File: config.mk
export PLATFORM = sky130hd
export DESIGN_NAME = resilient_stage_ctrl
export DESIGN_NICKNAME = d
export VERILOG_FILES = /design/src/rtl/resilient_stage_ctrl.sv
export SDC_FILE = /design/constraint.sdc
export NUM_CORES = 1
export LEC_CHECK = 0
export ABC_AREA = 1
export BUFFER_PORTS_ARGS = -buffer_cell sky130_fd_sc_hd__buf_2
export CORE_UTILIZATION = 44
export CTS_BUF_LIST = sky130_fd_sc_hd__clkbuf_2
export CTS_CLUSTER_DIAMETER = 50
export CTS_CLUSTER_SIZE = 28
export DETAILED_ROUTE_END_ITERATION = 16
export PLACE_DENSITY_LB_ADDON = 0.15
export SETUP_SLACK_MARGIN = 0.05
export SYNTH_ARGS = -nofsm -noshare
export SYNTH_HDL_FRONTEND = slang
export SYNTH_SLANG_ARGS = --single-unit
export TNS_END_PERCENT = 10
File: constraint.sdc
create_clock -name clk -period 1.68 [get_ports clk]
set_clock_uncertainty 0.2 [all_clocks]
set_input_delay 0.168 -clock clk [delete_from_list [all_inputs] [get_ports clk]]
set_output_delay 0.168 -clock clk [all_outputs]
set_load 0.1 [all_outputs]
File: src/rtl/resilient_stage_ctrl.sv
// Clocked error-resilient pipeline stage: holds one word between req/ack interfaces,
// substitutes the shadow word on a timing-error verdict and stalls for recovery.
module resilient_stage_ctrl #(
  parameter int WIDTH           = 32,
  parameter int RECOVERY_CYCLES = 1,
  parameter int TIMEOUT         = 4,
  parameter int CNT_W           = 8
) (
  input  logic             clk,
  input  logic             rst,
  input  logic             l_req,
  input  logic [WIDTH-1:0] l_data,
  output logic             l_ack,
  output logic             r_req,
  output logic [WIDTH-1:0] r_data,
  input  logic             r_ack,
  input  logic             err1,
  input  logic             err0,
  input  logic [WIDTH-1:0] shadow_data,
  input  logic             clr_err,
  output logic [CNT_W-1:0] err_count,
  output logic             err_sticky,
  output logic             fault_sticky
);

  typedef enum logic [1:0] {EMPTY, CHECK, RECOVER, VALID} state_t;

  localparam logic [3:0] REC_LOAD = 4'(RECOVERY_CYCLES - 1);
  localparam logic [3:0] TO_LAST  = 4'(TIMEOUT - 1);

  state_t           state_q;
  logic [WIDTH-1:0] d_q;
  logic [3:0]       t_q;
  logic [CNT_W-1:0] cnt_q, cnt_d;
  logic             err_sticky_q, fault_sticky_q;
  logic             in_check, timeout_hit, err_evt, fault_evt;

  function automatic logic [CNT_W-1:0] sat_inc(input logic [CNT_W-1:0] v);
    return (&v) ? v : v + 1'b1;
  endfunction

  // A forced error fires only when no rail has arrived by the last CHECK cycle.
  assign in_check    = (state_q == CHECK);
  assign timeout_hit = in_check & ~err1 & ~err0 & (t_q == TO_LAST);
  assign err_evt     = (in_check & err1) | timeout_hit;
  assign fault_evt   = (in_check & err1 & err0) | timeout_hit;
  assign cnt_d       = err_evt ? sat_inc(cnt_q) : cnt_q;

  always_ff @(posedge clk) begin
    if (rst) begin
      state_q        <= EMPTY;
      d_q            <= '0;
      t_q            <= '0;
      cnt_q          <= '0;
      err_sticky_q   <= 1'b0;
      fault_sticky_q <= 1'b0;
    end else begin
      case (state_q)
        EMPTY: begin
          if (l_req) begin
            d_q     <= l_data;
            t_q     <= '0;
            state_q <= CHECK;
          end
        end
        CHECK: begin
          if (err0 && !err1) begin
            state_q <= VALID;
          end else if (err1) begin
            d_q     <= shadow_data;
            t_q     <= REC_LOAD;
            state_q <= RECOVER;
          end else if (t_q == TO_LAST) begin
            t_q     <= REC_LOAD;
            state_q <= RECOVER;
          end else begin
            t_q <= t_q + 4'd1;
          end
        end
        RECOVER: begin
          if (t_q == 4'd0) state_q <= VALID;
          else             t_q     <= t_q - 4'd1;
        end
        VALID: begin
          if (r_ack) begin
            if (l_req) begin
              d_q     <= l_data;
              t_q     <= '0;
              state_q <= CHECK;
            end else begin
              state_q <= EMPTY;
            end
          end
        end
        default: state_q <= EMPTY;
      endcase

      // Clear takes priority over an error event on the same edge.
      if (clr_err) begin
        cnt_q          <= '0;
        err_sticky_q   <= 1'b0;
        fault_sticky_q <= 1'b0;
      end else begin
        cnt_q <= cnt_d;
        if (err_evt)   err_sticky_q   <= 1'b1;
        if (fault_evt) fault_sticky_q <= 1'b1;
      end
    end
  end

  assign l_ack        = (state_q == EMPTY) | ((state_q == VALID) & r_ack);
  assign r_req        = (state_q == VALID);
  assign r_data       = d_q;
  assign err_count    = cnt_q;
  assign err_sticky   = err_sticky_q;
  assign fault_sticky = fault_sticky_q;

endmodule

==> metrics.txt <==
outcome=complete, but fails checks; violations in the final reports=setup timing; final period demand of the worst path=1.911 ns; TritonCTS Buffers=5; buffer cell driving the clock tree root=clkbuf_2; Hold/Removal Path Class=input port to flip-flop; layout cells sized above 1=36.18%; most instantiated flip-flop cell in the synthesis netlist=dfxtp_1; count of different cell masters after synthesis=30; class of the most critical setup path=flip-flop to output port; worst slew margin relative to its limit=79.98%; DR pass1 iterations=6; commonest cells after routing, fill and taps aside=101 x nand2_1, 70 x buf_2, 69 x dlygate4sd3_1; Iteration-0 DRC Markers=179; sum of met3 wire segment lengths after detailed routing=534 microns; Total Die Area=0.005934 sq mm; cell count after synthesis=348; required time of the critical path=1.31 ns; GRT Overall Usage=31.23%; final max-slew violation count=0; remaining antenna violation count after routing=0; Yosys warning total=0; post-synth design cell area=0.002477 sq mm; cell total after placement=536; Finish-stage setup viols=47; Post-layout nets=629; post-synthesis net count=428; Pwr Density=1932 mW/mm^2; Seq/Total Area, Yosys=38.79%; cell chain of the critical path=buf_6 > ha_4 > buf_6 > nand2_4 > nand2_4 > buf_12; Top Metal Used=met4; mean routed wirelength per cell=14.79 microns; endpoint class of the critical path=output port; vias after detailed routing=3230; Synth async-reset ratio=0%; number of antenna violations at the first check in global routing=0; Arrival @ worst endpoint=1.54 ns; mean number of vias per cell=5.210; Finished Core Util=84.14%; CP Launch Type=flip-flop; largest fanout on the critical path=3; Worst-Skew Late Latency=0.45 ns; Filler cells=330; die span in x=77.04 microns; Die Y-Extent=77.04 microns; post-route cell area=0.004434 sq mm; area overhead of the layout relative to synthesis=78.99%; number of standard cells in the layout, taps in and fillers out=620; Residual DRC=0; Max IR drop VDD=1429 uV; deepest level of the CTS H-tree=2; setup slack, reg-to-reg=-0.16 ns; number of clock sinks seen by CTS=48; leakage power=2.072 nW; # port buffers=114; register bit count reported by yosys=48; number of buffer and inverter instances along the worst setup path=3; overflow left after global routing=0; clock transition at the registers of the reported paths=0.28 ns; Final Hold Viols=0; global-route wire length before repair=14840 microns; Placer Congestion=0.8788; CTS Buffer Depth=2; Std-Cell Rows=26; I/O pin total=115; maximum clock rate=523.3 MHz; maximum number of pins on one net before global-route repair=35; core region area=0.005270 sq mm; cell area after placement=0.003351 sq mm; most common library cell in the layout ignoring fill and taps=nand2_1; slew at the pin closest to its max-slew limit=0.2985 ns; cell with the largest stage delay on the worst path=dfxtp_4; max-cap violations=0; number of enable flip-flop cells after synthesis=0; Initial Utilization=47.01%; vias in the first global route=3317; diode count=0; total routed wire length on the met1 layer=3526 microns; unrepaired setup endpoints after global routing=yes; post-route setup slack=-0.2310 ns; CTS tree=yes; average cell area after synthesis=7.119 sq um; final wirelength=9169 microns; part of the cycle the worst path needs=113.8%; Largest delay share family, worst path=flip-flops; DP HPWL=4882 microns; largest incremental delay on the critical path=0.43 ns; Setup TNS=-3.750 ns; DR WL met2=4699 microns; worst hold slack=0.1114 ns
[area by class of cell]
cell class	instances	area [sq um]	area share (%)
clock buffers	5	25.02	0.5643
clock inverters	3	45.04	1.016
inverters	26	105.1	2.370
multi-input cells	257	1485	33.49
flip-flops and latches	48	993.5	22.40
well taps	70	87.58	1.975
repair buffers	211	1693	38.18
[power breakdown]
part	internal, W	switching [W]
registers	0.00152	0.000258
logic	0.00181	0.00431
clock network	0.000259	0.000419
total	0.00358	0.00498
[layer usage]
| metal | vias to the layer above | track usage [%] |
|---|---|---|
| met5 | - | 0 |
| li1 | 1563 | - |
| met3 | 38 | 7.619 |
| met2 | 144 | 57.50 |
| met1 | 1485 | 32.99 |
| met4 | 0 | 15.09 |
[path summary, 6_finish.rpt]
| path | start | to | cells past startpoint |
|---|---|---|---|
| max | state_q[1] | l_ack | 6 |
| min | r_ack | r_data[4] | 6 |
| max reg2reg | state_q[1] | err_count[6] | 11 |
| min reg2reg | err_sticky | err_sticky | 2 |
[per-stage QoR]
step           setup slack, ns  total power (W)
4_1_cts                -0.2314         0.008299
5_1_grt                -0.3071         0.008979
3_3_place_gp          -0.05451         0.007008
6_report               -0.2310         0.008566
2_1_floorplan          0.02797         0.005934
3_5_place_dp          -0.08928         0.007054
[repair_timing]
item / in CTS / in global routing
endpoints found under the hold margin: 48 / 0
gates resized for setup: 71 / 18
endpoints found under the setup margin: 87 / 55
gates cloned: 0 / 0
hold buffers: 69 / 0
setup buffers: 6 / 1
pin swaps: 6 / 8
[synthesized netlist by cell type (3+ instances only)]
cell type    n  share of area (%)
nand4_1      3               0.76
a21oi_1     14                2.8
ha_1         9                4.5
o21ai_1     29                5.9
a31oi_1     32                8.1
inv_1       23                3.5
clkbuf_1     9                1.4
o21ai_0      9                1.8
nand3_1     17                3.4
buf_2        4               0.81
nand2_1    115                 17
dfxtp_1     48                 39
buf_6        3                1.4
nor2_1      13                2.0
[flip-flops by register name (all words and copies together) (netlist names)]
name,count
err_count,8
fault_sticky,1
t_q,4
r_data,32
err_sticky,1
state_q,2
[kinds of logic after synthesis]
group	synth area share, %
AO/OA/AOI/OAI	20.15
XOR/XNOR	1.414
adder cells (fa/ha/maj)	4.546
buffers and inverters	7.878
flip-flops	38.79
AND/OR/NAND/NOR	27.22
[tightest hold or removal path, stage by stage]
cell	delay, ns
buf_2	0.12
inv_1	0.05
nand2_1	0.11
nand2_4	0.11
nor2_8	0.05
a31oi_1	0.12
Note: power is estimated with default switching activity, not from simulation.
